<file path="config.mk">
export PLATFORM = sky130hd
export DESIGN_NAME = mini16_button_in
export DESIGN_NICKNAME = d
export VERILOG_FILES = /design/src/rtl/mini16_btn_pkg.sv /design/src/rtl/mini16_debounce_ch.sv /design/src/rtl/mini16_button_in.sv
export SDC_FILE = /design/constraint.sdc
export NUM_CORES = 1
export LEC_CHECK = 0
export ABC_CLOCK_PERIOD_IN_PS = 2700
export CAP_MARGIN = 0
export CORE_MARGIN = 3
export CORE_UTILIZATION = 60
export CTS_CLUSTER_DIAMETER = 30
export DETAILED_ROUTE_END_ITERATION = 8
export GPL_TIMING_DRIVEN = 0
export PLACE_DENSITY = 0.84
export SLEW_MARGIN = 20
export SYNTH_ARGS = -nofsm -noshare
export SYNTH_HDL_FRONTEND = slang
export SYNTH_SLANG_ARGS = --single-unit
</file>
<file path="constraint.sdc">
create_clock -name clk -period 2.7 [get_ports clk]
set_input_delay 0.54 -clock clk [delete_from_list [all_inputs] [get_ports clk]]
set_output_delay 0.54 -clock clk [all_outputs]
set_load 0.01 [all_outputs]
</file>
<file path="src/rtl/mini16_btn_pkg.sv">
// Shared definitions for the mini16 push-button input path: debounce FSM
// encoding and default timing constants for a 50 MHz system clock.
package mini16_btn_pkg;

  typedef enum logic [1:0] {
    BTN_UP       = 2'd0,
    BTN_ARM_DOWN = 2'd1,
    BTN_DOWN     = 2'd2,
    BTN_ARM_UP   = 2'd3
  } btn_state_t;

  // 10 ms at 50 MHz
  localparam int BTN_DEBOUNCE_50MHZ = 500000;
  localparam int BTN_CNT_WIDTH      = 20;

endpackage

</file>
<file path="src/rtl/mini16_debounce_ch.sv">
// One key channel: two-flop synchronizer, debounce FSM with counter, and
// registered one-cycle press/release pulses.
module mini16_debounce_ch
  import mini16_btn_pkg::*;
#(
  parameter int DEBOUNCE_COUNT = BTN_DEBOUNCE_50MHZ,
  parameter int CNT_WIDTH      = BTN_CNT_WIDTH
) (
  input  logic       clk,
  input  logic       reset_n,
  input  logic       btn_n,
  output logic       level,
  output logic       press,
  output logic       release_pulse,
  output btn_state_t state_dbg
);

  localparam logic [CNT_WIDTH-1:0] CNT_LAST = CNT_WIDTH'(DEBOUNCE_COUNT - 1);
  localparam logic [CNT_WIDTH-1:0] CNT_ONE  = CNT_WIDTH'(1);

  logic [1:0]           sync_q;
  logic                 s;
  btn_state_t           state_q, state_d;
  logic [CNT_WIDTH-1:0] cnt_q, cnt_d;
  logic                 press_d, release_d;

  // Synchronizer resets to "released" so reset never looks like a press.
  always_ff @(posedge clk or negedge reset_n) begin
    if (!reset_n) sync_q <= 2'b11;
    else          sync_q <= {sync_q[0], btn_n};
  end

  assign s = ~sync_q[1];

  always_ff @(posedge clk or negedge reset_n) begin
    if (!reset_n) begin
      state_q       <= BTN_UP;
      cnt_q         <= '0;
      press         <= 1'b0;
      release_pulse <= 1'b0;
    end else begin
      state_q       <= state_d;
      cnt_q         <= cnt_d;
      press         <= press_d;
      release_pulse <= release_d;
    end
  end

  always_comb begin
    state_d   = state_q;
    cnt_d     = cnt_q;
    press_d   = 1'b0;
    release_d = 1'b0;
    case (state_q)
      BTN_UP: begin
        if (s) begin
          state_d = BTN_ARM_DOWN;
          cnt_d   = CNT_ONE;
        end
      end
      BTN_ARM_DOWN: begin
        if (!s) begin
          state_d = BTN_UP;
          cnt_d   = '0;
        end else if (cnt_q == CNT_LAST) begin
          state_d = BTN_DOWN;
          cnt_d   = '0;
          press_d = 1'b1;
        end else begin
          cnt_d = cnt_q + CNT_ONE;
        end
      end
      BTN_DOWN: begin
        if (!s) begin
          state_d = BTN_ARM_UP;
          cnt_d   = CNT_ONE;
        end
      end
      BTN_ARM_UP: begin
        if (s) begin
          state_d = BTN_DOWN;
          cnt_d   = '0;
        end else if (cnt_q == CNT_LAST) begin
          state_d   = BTN_UP;
          cnt_d     = '0;
          release_d = 1'b1;
        end else begin
          cnt_d = cnt_q + CNT_ONE;
        end
      end
      default: begin
        state_d = BTN_UP;
        cnt_d   = '0;
      end
    endcase
  end

  assign level     = (state_q == BTN_DOWN) || (state_q == BTN_ARM_UP);
  assign state_dbg = state_q;

endmodule

</file>
<file path="src/rtl/mini16_button_in.sv">
// Push-button conditioner: WIDTH independent debounce channels plus an
// optional sticky press-event register built when MINI16_BTN_EVENT_LATCH_EN is defined.
// Handshake: none; press/release are single-cycle strobes, evt_clr is a
// per-bit level sampled every clock, and a set beats a clear in the same cycle.
module mini16_button_in
  import mini16_btn_pkg::*;
#(
  parameter int WIDTH          = 4,
  parameter int DEBOUNCE_COUNT = BTN_DEBOUNCE_50MHZ,
  parameter int CNT_WIDTH      = BTN_CNT_WIDTH
) (
  input  logic               clk,
  input  logic               reset_n,
  input  logic [WIDTH-1:0]   btn_n,
  input  logic [WIDTH-1:0]   evt_clr,
  output logic [WIDTH-1:0]   level,
  output logic [WIDTH-1:0]   press,
  // "release" is a reserved word, hence the suffix
  output logic [WIDTH-1:0]   release_pulse,
  output logic [WIDTH-1:0]   evt,
  output logic [2*WIDTH-1:0] state_dbg
);

  btn_state_t ch_state [WIDTH];

  for (genvar i = 0; i < WIDTH; i++) begin : g_ch
    mini16_debounce_ch #(
      .DEBOUNCE_COUNT (DEBOUNCE_COUNT),
      .CNT_WIDTH      (CNT_WIDTH)
    ) u_ch (
      .clk           (clk),
      .reset_n       (reset_n),
      .btn_n         (btn_n[i]),
      .level         (level[i]),
      .press         (press[i]),
      .release_pulse (release_pulse[i]),
      .state_dbg     (ch_state[i])
    );
    assign state_dbg[2*i +: 2] = ch_state[i];
  end

`ifdef MINI16_BTN_EVENT_LATCH_EN
  always_ff @(posedge clk or negedge reset_n) begin
    if (!reset_n) evt <= '0;
    else          evt <= press | (evt & ~evt_clr);
  end
`else
  logic unused_evt_clr;
  assign unused_evt_clr = ^evt_clr;
  assign evt            = '0;
`endif

endmodule

</file>
==> results of run 1 <==
-- layer usage --
metal  up-vias  share of wire [%]  GRT usage (%)
li1       2309                  -              -
met1      2285                 44           31.9
met2       158                 49           39.5
met3        15                6.0           5.53
met4         0                1.2           5.95
met5         -                  0              0
-- worst max-delay path, cell delays in order, from the launching register on --
cell and delay [ps]:
dfrtp_1 420, ha_1 210, and4_1 170, clkbuf_1 230
nand2_1 170, o31ai_2 630, o21ai_0 170, a21o_1 210
-- registers in the layout, indices dropped and copies added, names as in the netlist, named ones only --
register / flops
g_ch.u_ch.cnt_q: 80
g_ch.u_ch.press: 4
g_ch.u_ch.sync_q: 8
g_ch.u_ch.state_dbg: 4
g_ch.u_ch.release_pulse: 4
-- logic make-up after synthesis --
kind of cell	after synthesis	synth area share (%)
AND/OR/NAND/NOR	290	28.2
multiplexers	13	2.36
buffers and inverters	63	5.62
adder cells (fa/ha/maj)	4	0.899
XOR/XNOR	13	2.04
flip-flops	104	46.9
AO/OA/AOI/OAI	127	13.9
other	1	0.0673
-- power by group through the flow --
stage	registers, mW	clock network [mW]	logic (mW)
2_1_floorplan	1.69	0	0.245
3_3_place_gp	1.69	0	0.366
3_5_place_dp	1.70	0	0.386
4_1_cts	1.67	0.965	0.390
5_1_grt	1.68	1.02	0.430
6_report	1.67	0.939	0.390
-- final cells by class --
class / instances / area (sq um) / area share [%]
plain buffers: 39 / 223 / 3.60
clock buffers: 12 / 145 / 2.35
clock inverters: 4 / 36.3 / 0.587
inverters: 24 / 90.1 / 1.46
multi-input cells: 451 / 2660 / 43.0
flip-flops and latches: 104 / 2610 / 42.3
well taps: 108 / 135 / 2.19
repair buffers: 26 / 279 / 4.51
-- per-stage QoR --
step / TNS [ps] / setup WS, ps / util (%) / cell area, sq um / total power, mW
after floorplan: 0 / 585 / - / 5580 / 1.93
after global placement: -274850 / -2740 / 67.4 / 5970 / 2.06
after detailed placement: 0 / 110 / 67.8 / 6000 / 2.08
after CTS: 0 / 83.7 / 69.8 / 6180 / 3.02
after global routing: 0 / 168 / 69.9 / 6180 / 3.13
final: 0 / 390 / 69.9 / 6180 / 3.00
-- how the worst max path moves through the flow --
| stage | start | endpoint | slack (ps) | depth (start not counted) |
|---|---|---|---|---|
| finish | g_ch[3].u_ch.cnt_q[0]$_DFFE_PN0P_ | g_ch[3].u_ch.cnt_q[2]$_DFFE_PN0P_ | 390 | 7 |
| global route | g_ch[0].u_ch.cnt_q[0]$_DFFE_PN0P_ | g_ch[0].u_ch.cnt_q[10]$_DFFE_PN0P_ | 170 | 6 |
| CTS | g_ch[3].u_ch.cnt_q[0]$_DFFE_PN0P_ | g_ch[3].u_ch.cnt_q[2]$_DFFE_PN0P_ | 80 | 7 |
| detailed placement | g_ch[3].u_ch.cnt_q[0]$_DFFE_PN0P_ | g_ch[3].u_ch.cnt_q[2]$_DFFE_PN0P_ | 110 | 7 |
| global placement | reset_n | g_ch[2].u_ch.cnt_q[1]$_DFFE_PN0P_ | -2740 | 1 |
| floorplan | g_ch[1].u_ch.cnt_q[14]$_DFFE_PN0P_ | g_ch[1].u_ch.cnt_q[14]$_DFFE_PN0P_ | 590 | 6 |
-- cells in the final DEF (no fill, tap or decap), types with 7 or more instances in the layout --
| cell type | instances |
|---|---|
| clkdlybuf4s50_1 | 24 |
| and3_1 | 16 |
| dfstp_2 | 8 |
| nor4_1 | 13 |
| a31oi_1 | 13 |
| nand2_1 | 63 |
| clkbuf_1 | 21 |
| dfrtp_1 | 96 |
| and2_1 | 11 |
| buf_4 | 16 |
| mux2i_1 | 12 |
| clkbuf_8 | 10 |
| o21ai_0 | 33 |
| nor2_1 | 26 |
| nand3_1 | 55 |
| o211ai_1 | 7 |
| nor3_1 | 19 |
| nand4_1 | 25 |
| a21o_1 | 8 |
| a21oi_1 | 37 |
| or3_1 | 21 |
| inv_1 | 24 |
| xnor2_1 | 7 |
==> out/metrics.csv, run 1 <==
stage,metric,value,unit
status,status,"finished, final reports clean",
synth,Syn Area/Cell,9.06,sq um
clock_network,setup bufs post-CTS,0,
synth,asr flop ratio synth,100,%
place,dpl cells,752,
synth,post-synth top area share,43.1,%
power,switch share,28.8,%
place,GPL Wtd Cong,0.870,
critical_path,WP data arrival,2580,ps
synth,synthesis-stage register bit count,104,
timing,RSZ-0062 raised after global routing,no,
synth,top-count cell post-synth,dfrtp_1,
power,Max IR drop VDD,0.000349,V
global_route,GRT Total Usage,23.8,%
synth,"area leader, netlist",dfrtp_1,
power,combinational power share,13.0,%
synth,Synth Flop Type,dfrtp_1,
critical_path,type of element capturing the critical path,flip-flop,
power,Net Sw Power,0.862,mW
global_route,total global routing overflow,0,
power,LEAKAGE,2.56,nW
clock_network,post-cts resize count,0,
min_path,Hold WC Path Type,in2async,
critical_path,"Req. time, crit path",2970,ps
timing,Least-Margin Pin Slew,1010,ps
routing,vias,4767,
routing,Avg Vias per Cell,6.21,
place,IO buf count,25,
place,DP Wirelength,8170,um
clock_network,TritonCTS clock tree,yes,
synth,sequential share of the synthesized area,46.9,%
critical_path,worst reg2reg path depth,7,
final_layout,layout cells sized above 1,9.39,%
floorplan,row cnt,34,
critical_path,FF-to-FF End,g_ch[3].u_ch.cnt_q[2]$_DFFE_PN0P_,
clock_network,worst-case clock buffer depth,2,
power,clock share of power,31.3,%
clock_network,clk_lat worst skew,380,ps
flow_run,Max-Cap Viols,0,
global_route,largest net degree at the start of global routing,57,
floorplan,initial core utilization,63.0,%
final_layout,nets@finish,669,
routing,Final ANT Viol Nets,0,
timing,FMAX,433,MHz
power,Reg power frac,55.6,%
synth,Mapped Cells,615,
final_layout,# fillers,669,
timing,min Tclk post-route,2310,ps
global_route,number of global-route vias before repair,4409,
critical_path,largest fanout on the critical path,10,
timing,Slew Limit Headroom,31.8,%
routing,starting DRC count in detailed routing,258,
power,internal power,2.13,mW
timing,final setup fails,0,
final_layout,Layout Cells excl Fill,768,
routing,Pre-antenna DRT Iters,5,
synth,top post-synthesis cells by area,"dfrtp_1 (43%), nand3_1 (4.9%), nand2_1 (4.2%)",
floorplan,total die area,10500,sq um
synth,number of flops mapped to enable cells by yosys,0,
timing,final cycle utilization of the critical path,85.6,%
routing,DRC Markers,0,
floorplan,die width,102,um
global_route,first-pass GRT wire length,20200,um
final_layout,n_diodes,0,
synth,commonest cells in the synthesized netlist,"dfrtp_1 (96), nand2_1 (63), nand3_1 (55)",
final_layout,area delta synth->final,11.0,%
clock_network,Clock H-tree levels,3,
floorplan,core area,8850,sq um
routing,WL/cell,15.5,um
routing,WL final,11900,um
synth,Netlist cell types,56,
critical_path,R2R setup slack,390,ps
global_route,initial antenna violation count,0,
synth,Mapped Area,5570,sq um
clock_network,root buf cell,clkbuf_8,
critical_path,r2r startpoint,g_ch[3].u_ch.cnt_q[0]$_DFFE_PN0P_,
critical_path,critical setup path kind,reg2reg,
floorplan,# IOs,34,
timing,Final Max Slew Viols,0,
clock_network,"Reg clk slew, reported paths",110,ps
timing,endpoints failing hold,0,
clock_network,clock sinks,104,
synth,Ys Warns,0,
power,Power Dens Cells,485,nW/um^2
floorplan,Die Span Y,102,um
clock_network,Num CTS Buffers,9,
critical_path,crit path launch type,flip-flop,
timing,Worst Clk Skew,10.4,ps
timing,Hold Slack,97.1,ps
clock_network,hold_buf cts,0,
Power figures use the tool's default switching activity.
==> run 2, diff against run 1 <==
ABC_AREA = 0   (was default)
CORE_UTILIZATION = 62   (was 60)
CTS_BUF_LIST = sky130_fd_sc_hd__clkbuf_4   (was default)
PLACE_DENSITY = 0.87   (was 0.84)
SYNTH_HIERARCHICAL = 1   (was default)
==> run 2 against run 1 <==
Against the previous run: cell area fell by 2.0%; area after synthesis is 1.5% lower; power rose by 50%; critical path type unchanged; largest cell class unchanged.
==> out/metrics.csv, run 2 <==
stage,metric,value,unit,change
timing,Slew Limit Headroom,47.9,%,was 31.8%
critical_path,CP startpoint,g_ch[1].u_ch/cnt_q[0]$_DFFE_PN0P_,,was g_ch[3].u_ch.cnt_q[0]$_DFFE_PN0P_
timing,endpoints failing hold,0,,unchanged
routing,WL/cell,16.1,um,was 15.5 um
final_layout,Layout Cells excl Fill,714,,was 768
synth,"area leader, netlist",dfrtp_1,,unchanged
power,Power Dens Cells,744,nW/um^2,was 485 nW/um^2
critical_path,crit path launch type,flip-flop,,unchanged
floorplan,Die Span Y,100,um,was 102 um
global_route,largest net degree at the start of global routing,71,,was 57
synth,top post-synthesis cells by area,"dfrtp_1 (44%), nand3_1 (5.0%), dfstp_2 (3.8%)",,"was dfrtp_1 (43%), nand3_1 (4.9%), nand2_1 (4.2%)"
synth,Mapped Area,5490,sq um,was 5570 sq um
place,Post-Place Worst Slack,409,ps,was 110 ps
final_layout,nets@finish,618,,was 669
synth,asr flop ratio synth,100,%,unchanged
clock_network,setup bufs post-CTS,0,,unchanged
power,Max IR drop VDD,0.000462,V,was 0.000349 V
min_path,Hold WC Path Type,reg2reg,,was in2async
final_layout,final instance area,6060,sq um,was 6180 sq um
place,DP Wirelength,8160,um,was 8170 um
routing,Final ANT Viol Nets,0,,unchanged
critical_path,WP buf/inv,0,,was 1
synth,post-synth top area share,43.8,%,was 43.1%
final_layout,"commonest non-fill, non-tap cell in the layout",dfrtp_1,,unchanged
clock_network,Clock H-tree levels,3,,unchanged
timing,RSZ-0062 raised after global routing,no,,unchanged
routing,DRC Markers,0,,unchanged
global_route,total global routing overflow,0,,unchanged
final_layout,n_diodes,0,,unchanged
critical_path,"delay-heaviest family, CP",compound AO/OA/AOI/OAI gates,,unchanged
final_layout,area delta synth->final,10.4,%,was 11.0%
synth,number of flops mapped to enable cells by yosys,0,,unchanged
timing,final worst slack,400,ps,was 390 ps
flow_run,Max-Cap Viols,0,,unchanged
critical_path,WP data arrival,2650,ps,was 2580 ps
floorplan,initial core utilization,65.2,%,was 63.0%
synth,Netlist cell types,54,,was 56
routing,starting DRC count in detailed routing,245,,was 258
critical_path,largest fanout on the critical path,9,,was 10
final_layout,max reg flops,80,,unchanged
clock_network,clock sinks,104,,unchanged
critical_path,"Req. time, crit path",3050,ps,was 2970 ps
final_layout,Largest regs,"g_ch.u_ch/cnt_q: 80 flops, g_ch.u_ch/sync_q: 8 flops",,"was g_ch.u_ch.cnt_q: 80 flops, g_ch.u_ch.sync_q: 8 flops"
timing,FMAX,435,MHz,was 433 MHz
final_layout,Largest Register,g_ch.u_ch/cnt_q,,was g_ch.u_ch.cnt_q
timing,Least-Margin Pin Slew,780,ps,was 1010 ps
synth,Synth Flop Type,dfrtp_1,,unchanged
synth,synthesis-stage register bit count,104,,unchanged
floorplan,total die area,10000,sq um,was 10500 sq um
routing,Avg Vias per Cell,6.31,,was 6.21
min_path,worst hold start,g_ch[3].u_ch/sync_q[0]$_DFF_PN1_,,
routing,vias,4503,,was 4767
global_route,initial antenna violation count,0,,unchanged
power,LEAKAGE,2.50,nW,was 2.56 nW
place,GPL Wtd Cong,0.909,,was 0.870
floorplan,row cnt,33,,was 34
global_route,first-pass GRT wire length,20200,um,about the same
final_layout,# fillers,659,,was 669
place,IO buf count,25,,unchanged
routing,WL final,11500,um,was 11900 um
timing,Worst Clk Skew,20.7,ps,was 10.4 ps
synth,Mapped Cells,563,,was 615
clock_network,"Reg clk slew, reported paths",160,ps,was 110 ps
timing,Final Max Slew Viols,0,,unchanged
synth,Syn Area/Cell,9.75,sq um,was 9.06 sq um
synth,top-count cell post-synth,dfrtp_1,,unchanged
critical_path,CP peak stage delay,740,ps,was 630 ps
place,Area after DPL,5910,sq um,was 6000 sq um
floorplan,core area,8420,sq um,was 8850 sq um
clock_network,TritonCTS clock tree,yes,,unchanged
final_layout,most frequent cells in the layout,"dfrtp_1 (96), nand3_1 (55), nand2_1 (49)",,"was dfrtp_1 (96), nand2_1 (63), nand3_1 (55)"
final_layout,Finished Core Util,71.9,%,was 69.9%
power,overall power,4.51,mW,was 3.00 mW
clock_network,post-cts resize count,0,,unchanged
clock_network,clk_lat worst skew,450,ps,was 380 ps
critical_path,critical setup path kind,reg2reg,,unchanged
clock_network,worst-case clock buffer depth,2,,unchanged
synth,sequential share of the synthesized area,47.6,%,was 46.9%
floorplan,die width,100,um,was 102 um
global_route,GRT Total Usage,24.7,%,was 23.8%
final_layout,layout cells sized above 1,11.3,%,was 9.39%
synth,Ys Warns,6,,was 0
synth,commonest cells in the synthesized netlist,"dfrtp_1 (96), nand3_1 (55), nand2_1 (49)",,"was dfrtp_1 (96), nand2_1 (63), nand3_1 (55)"
routing,Pre-antenna DRT Iters,5,,unchanged
status,status,"finished, final reports clean",,unchanged
timing,final cycle utilization of the critical path,85.2,%,was 85.6%
timing,final setup fails,0,,unchanged
critical_path,R2R setup slack,400,ps,was 390 ps
critical_path,worst-path cell chain,"ha_1, and4_4, nand4_1, o311ai_2, nor3_1, a21o_1",,"was ha_1, and4_1, clkbuf_1, nand2_1, o31ai_2, o21ai_0, a21o_1"
timing,setup_tns,0,ps,unchanged
critical_path,r2r startpoint,g_ch[1].u_ch/cnt_q[0]$_DFFE_PN0P_,,was g_ch[3].u_ch.cnt_q[0]$_DFFE_PN0P_
timing,min Tclk post-route,2300,ps,was 2310 ps
clock_network,Num CTS Buffers,9,,unchanged
critical_path,CP max-delay cell,o311ai_2,,was o31ai_2
timing,Hold Slack,368,ps,was 97.1 ps
critical_path,type of element capturing the critical path,flip-flop,,unchanged
floorplan,# IOs,34,,unchanged
global_route,number of global-route vias before repair,4285,,was 4409
place,dpl cells,697,,was 752
clock_network,root buf cell,clkbuf_4,,was clkbuf_8
==> run 2: cells by family after synthesis <==
logic type      count (synthesis)  synth area share [%]
other cells                     1                0.0683
buf+inv                        45                  4.97
simple gates                  225                  22.7
compound gates                153                  18.5
xor+xnor                       22                  3.65
fa+ha+maj                       4                 0.912
mux                             9                  1.64
flops                         104                  47.6
==> run 2: layout make-up <==
type | instances | area (sq um) | area share [%]
tap | 105 | 131 | 2.17
clock inverter | 7 | 68.8 | 1.14
buffer | 29 | 213 | 3.51
inverter | 16 | 60.1 | 0.992
multi-input combinational | 417 | 2610 | 43.2
timing repair buffer | 27 | 289 | 4.77
clock buffer | 9 | 67.6 | 1.12
sequential | 104 | 2610 | 43.1
==> run 2: path summary, 6_finish.rpt <==
path                                                       to  cells after the start
max in group asynchronous    g_ch[1].u_ch/sync_q[1]$_DFF_PN1_                      3
setup reg to reg           g_ch[1].u_ch/cnt_q[18]$_DFFE_PN0P_                      6
min in group asynchronous   g_ch[2].u_ch/cnt_q[9]$_DFFE_PN0P_                      2
setup / recovery           g_ch[1].u_ch/cnt_q[18]$_DFFE_PN0P_                      6
hold / removal               g_ch[3].u_ch/sync_q[1]$_DFF_PN1_                      0
hold reg to reg              g_ch[3].u_ch/sync_q[1]$_DFF_PN1_                      0
==> run 2: where the power goes <==
part           total (mW)  leakage [nW]  switching (mW)  internal (mW)
sequential           1.89          1.40           0.193           1.70
clock               0.789        0.0741           0.505          0.284
combinational        1.83          1.03            1.06          0.771
total                4.51          2.50            1.75           2.75
==> run 2: repair_timing <==
item,CTS,global route
endpoints found under the hold margin,31,0
setup endpoints to repair,0,0
hold buffers,1,0
==> run 2: metal layers <==
metal  part of all wire, %  up-vias  track usage, %
met1                    44     2183            33.7
met5                     0        -               0
met2                    49      143            40.3
met4                  0.81        0            7.05
li1                      -     2167               -
met3                   5.7       10            5.14
==> run 2: worst register-to-register path, stage by stage, from the launching register on <==
cell and delay [ps]:
dfrtp_1 440, ha_1 260, and4_4 280, nand4_1 190, o311ai_2 740, nor3_1 110
a21o_1 180
==> patch 1: new RTL, config.mk and constraints of run 2 <==
The parameter `WIDTH` goes from 4 to 8.
--- a/src/rtl/mini16_button_in.sv
+++ b/src/rtl/mini16_button_in.sv
@@ -7,3 +7,3 @@
 #(
-  parameter int WIDTH          = 4,
+  parameter int WIDTH          = 8,
   parameter int DEBOUNCE_COUNT = BTN_DEBOUNCE_50MHZ,
Ports: changed (7 resized); port bits go from 34 to 66. No check against the original RTL was run, so the function may have changed too.
==> patch 1 against run 2 <==
  * Power grew 130%
  * First-iteration DRC count grew to 3.1 times the old value
  * Hold slack lost 0.087 ns
  * Critical endpoint is now state_dbg[0]
  * Die area grew 96%
  * Final area grew 110%
  * Sequential share of layout area shrank 2.3 points
  * Wire length grew 110%
  * Largest power group unchanged
  * Worst setup slack lost 0.0065 ns
  * Sequential cell count grew 104
  * Area after synthesis grew 100%
==> patch 1: results (changes against run 2) <==
stage	metric	value	unit	change
status	status	complete, no violations		
route	met1 wire length	11040	um	+120%
synth	Compound-Gate Fraction of Synth Area	0.2100		+0.02528
global_routing	largest net degree at the start of global routing	83		+17%
synth	Post-Syn Instances	1195		+110%
layout	share of cells above drive strength 1	0.1267		+0.01336
clocking	Max H-tree Level	2		-1
placed_design	Place WS	0.5591	ns	+0.1499 ns
synth	largest cells by area after synthesis	dfrtp_1 (43%), o21ai_0 (5.1%), nand3_1 (4.0%)		
worst_setup_path	CP max stage cell	clkdlybuf4s50_1		
layout	top flop regs	g_ch.u_ch/cnt_q x160, g_ch.u_ch/sync_q x16		
worst_setup_path	Worst R2R Setup Slack	0.47	ns	+0.07 ns
global_routing	vias in the first global route	9467		+120%
route	DR pass1 iterations	6		+1
route	Iter 0 DRT Violations	754		+210%
synth	xor/xnor share of the synthesized area	0.01177		-0.02471
global_routing	met3 Resource Use GR	0.04677		-0.004651
placed_design	Port Buffer Count	49		+96%
layout	final non-filler cell total	1584		+120%
power_and_ir_drop	Leakage	5.568	nW	+120%
route	met3 wire len	1416	um	+120%
placed_design	final weighted congestion in routability-driven placement	0.9137		+0.53%
timing	relative slew slack	0.5462		+0.06670
worst_setup_path	r2r endpoint	g_ch[1].u_ch/cnt_q[16]$_DFFE_PN0P_		
synth	Synth Area in Adders	0.008968		-0.0001523
global_routing	first-pass GRT wire length	42680	um	+110%
clocking	Worst-Skew Late Latency	0.67	ns	+0.22 ns
synth	synth cell count leaders	dfrtp_1 (192), o21ai_0 (114), nand2_1 (105), nand3_1 (89), a21oi_1 (65)		
layout	Final #Nets	1338		+120%
hold_path	Hold Crit Depth	1		+1
route	final WL	24450	um	+110%
clocking	Max clock buf depth	3		+1
layout	Fillers	1298		+97%
hold_path	Worst Hold End	g_ch[4].u_ch/sync_q[0]$_DFF_PN1_		
worst_setup_path	critical path startpoint	g_ch[0].u_ch/state_dbg[0]$_DFFE_PN0P_		
global_routing	Total GRT Usage	0.2511		+0.004359
clocking	CTS clk-pin slew, worst paths	0.06	ns	-0.10 ns
patch 1: cell count changes after synthesis, sizes merged, moves of 37 or more:
cell	delta
a21o	+37
dfrtp	+96
nand2	+56
nor2	+46
nor3	+51
o21ai	+71
patch 1: report_power, final:
part / leakage (nW) / internal, mW / switching (mW) / total [mW]
Sequential: 2.80 / 3.39 / 0.366 / 3.76
Clock: 0.460 / 1.67 / 1.28 / 2.95
Combinational: 2.31 / 1.40 / 2.14 / 3.55
patch 1: cell type report:
class | instances | area (sq um) | share of cell area
Sequential cell | 208 | 5225 | 0.4079
Tap cell | 225 | 281.5 | 0.02198
Inverter | 31 | 116.4 | 0.009085
Multi-Input combinational cell | 892 | 5425 | 0.4236
Buffer | 71 | 421.7 | 0.03292
Clock inverter | 16 | 115.1 | 0.008987
Timing Repair Buffer | 52 | 560.5 | 0.04376
Clock buffer | 88 | 660.6 | 0.05158
Antenna cell | 1 | 2.502 | 0.0001954
==> patch 2: new RTL, config.mk and constraints of run 2 <==
Without the edit above. Register the output `level`, without a reset; this adds one clock of latency there. The other outputs are not delayed to match. Comments in the files are not updated.
--- a/src/rtl/mini16_button_in.sv
+++ b/src/rtl/mini16_button_in.sv
@@ -23,2 +23,4 @@
 
+  logic [WIDTH-1:0] level_d;
+
   btn_state_t ch_state [WIDTH];
@@ -33,3 +35,3 @@
       .btn_n         (btn_n[i]),
-      .level         (level[i]),
+      .level         (level_d[i]),
       .press         (press[i]),
@@ -52,2 +54,6 @@
 
+  always_ff @(posedge clk) begin
+      level <= level_d;
+  end
+
 endmodule
Function: same outputs for any inputs over 10 cycles, from zero or initial values and one cycle with reset_n low; that may be too few to reach the edited logic, so the function may still have changed.
==> patch 2 against run 2 <==
  * Final area increased by 1.9%
  * Power increased by 5.8%
  * Worst setup slack improved by 0.012 ns
  * Sequential cell count increased by 4
  * Area after synthesis increased by 1.5%
  * Via count increased by 2.6%
  * Wire length increased by 1.6%
  * Non-clock buffer count unchanged
  * Hold slack improved by 0.0069 ns
  * Sequential share of layout area increased by 0.51 points
  * Critical path type unchanged
  * Largest cell class is now flip-flops and latches
==> patch 2: results (changes against run 2) <==
stage	metric	value	unit	change
placed_design	Inst Count DP	701		+0.57%
global_routing	largest net degree at the start of global routing	72		+1.4%
synth	post-synthesis async set-or-reset flop share	0.9630		-0.03704
route	met1 wire length	4953	um	-2.4%
synth	xor/xnor share of the synthesized area	0.03596		-0.0005247
placed_design	Place WS	0.4392	ns	+0.03009 ns
global_routing	met2 global-route usage	0.4051		+0.002293
status	status	complete, no violations		
placed_design	hpwl dp	8080	um	-0.99%
route	met2 wire length	5808	um	+2.5%
timing	worst hold margin	0.3746	ns	+0.006943 ns
route	routed wirelength normalized by instance count	16.23	um	+0.92%
layout	Fillers	597		-9.4%
layout	final non-filler cell total	719		+0.70%
global_routing	Total GRT Usage	0.2453		-0.001451
power_and_ir_drop	final total power	4.768	mW	+5.8%
synth	Synth Area in Adders	0.008989		-0.0001312
hold_path	hold_sp	g_ch[1].u_ch/sync_q[0]$_DFF_PN1_		
synth	largest cells by area after synthesis	dfrtp_1 (43%), nand3_1 (4.9%), dfstp_2 (3.8%)		
worst_setup_path	Largest stage delay, worst path	0.76	ns	+0.02 ns
power_and_ir_drop	worst vdd ir	0.0006502	V	+41%
route	vias post-DR	4619		+2.6%
placed_design	final weighted congestion in routability-driven placement	0.8876		-2.3%
global_routing	GR Util met1	0.3265		-0.01056
synth	mux contribution to synthesized area	0.01618		-0.0002361
synth	Compound-Gate Fraction of Synth Area	0.1820		-0.002656
layout	share of cells above drive strength 1	0.1142		+0.0008920
timing	relative slew slack	0.4590		-0.02047
global_routing	vias in the first global route	4413		+3.0%
timing	worst clock skew	0.01697	ns	-0.003743 ns
==> patch 2: cell count changes in the layout (fill, tap and decap cells not counted), sizes merged <==
cell / before / now
dfxtp: 0 / 4
inv: 18 / 17
clkbuf: 17 / 19
clkinvlp: 1 / 2
diode: 0 / 1
clkinv: 3 / 0
bufinv: 1 / 2
==> patch 2: final cells by class <==
type                    instances  area [sq um]  share of cell area
well taps                     105         131.4             0.02130
multi-input cells             417          2614              0.4237
clock buffers                  11         82.58             0.01339
inverters                      16         60.06            0.009736
diodes                          1         2.502           0.0004057
clock inverters                 5         83.83             0.01359
plain buffers                  29         212.7             0.03448
repair buffers                 27         289.0             0.04686
flip-flops and latches        108          2693              0.4365
==> patch 2: power groups by stage <==
stage / Combinational [mW] / Sequential [mW] / Clock, mW
after floorplan: 1.22 / 2.02 / 0
after global placement: 1.76 / 2.01 / 0
after detailed placement: 1.82 / 2.02 / 0
after CTS: 1.84 / 1.99 / 0.948
after global routing: 2.03 / 2.02 / 1.01
final: 1.85 / 1.99 / 0.924
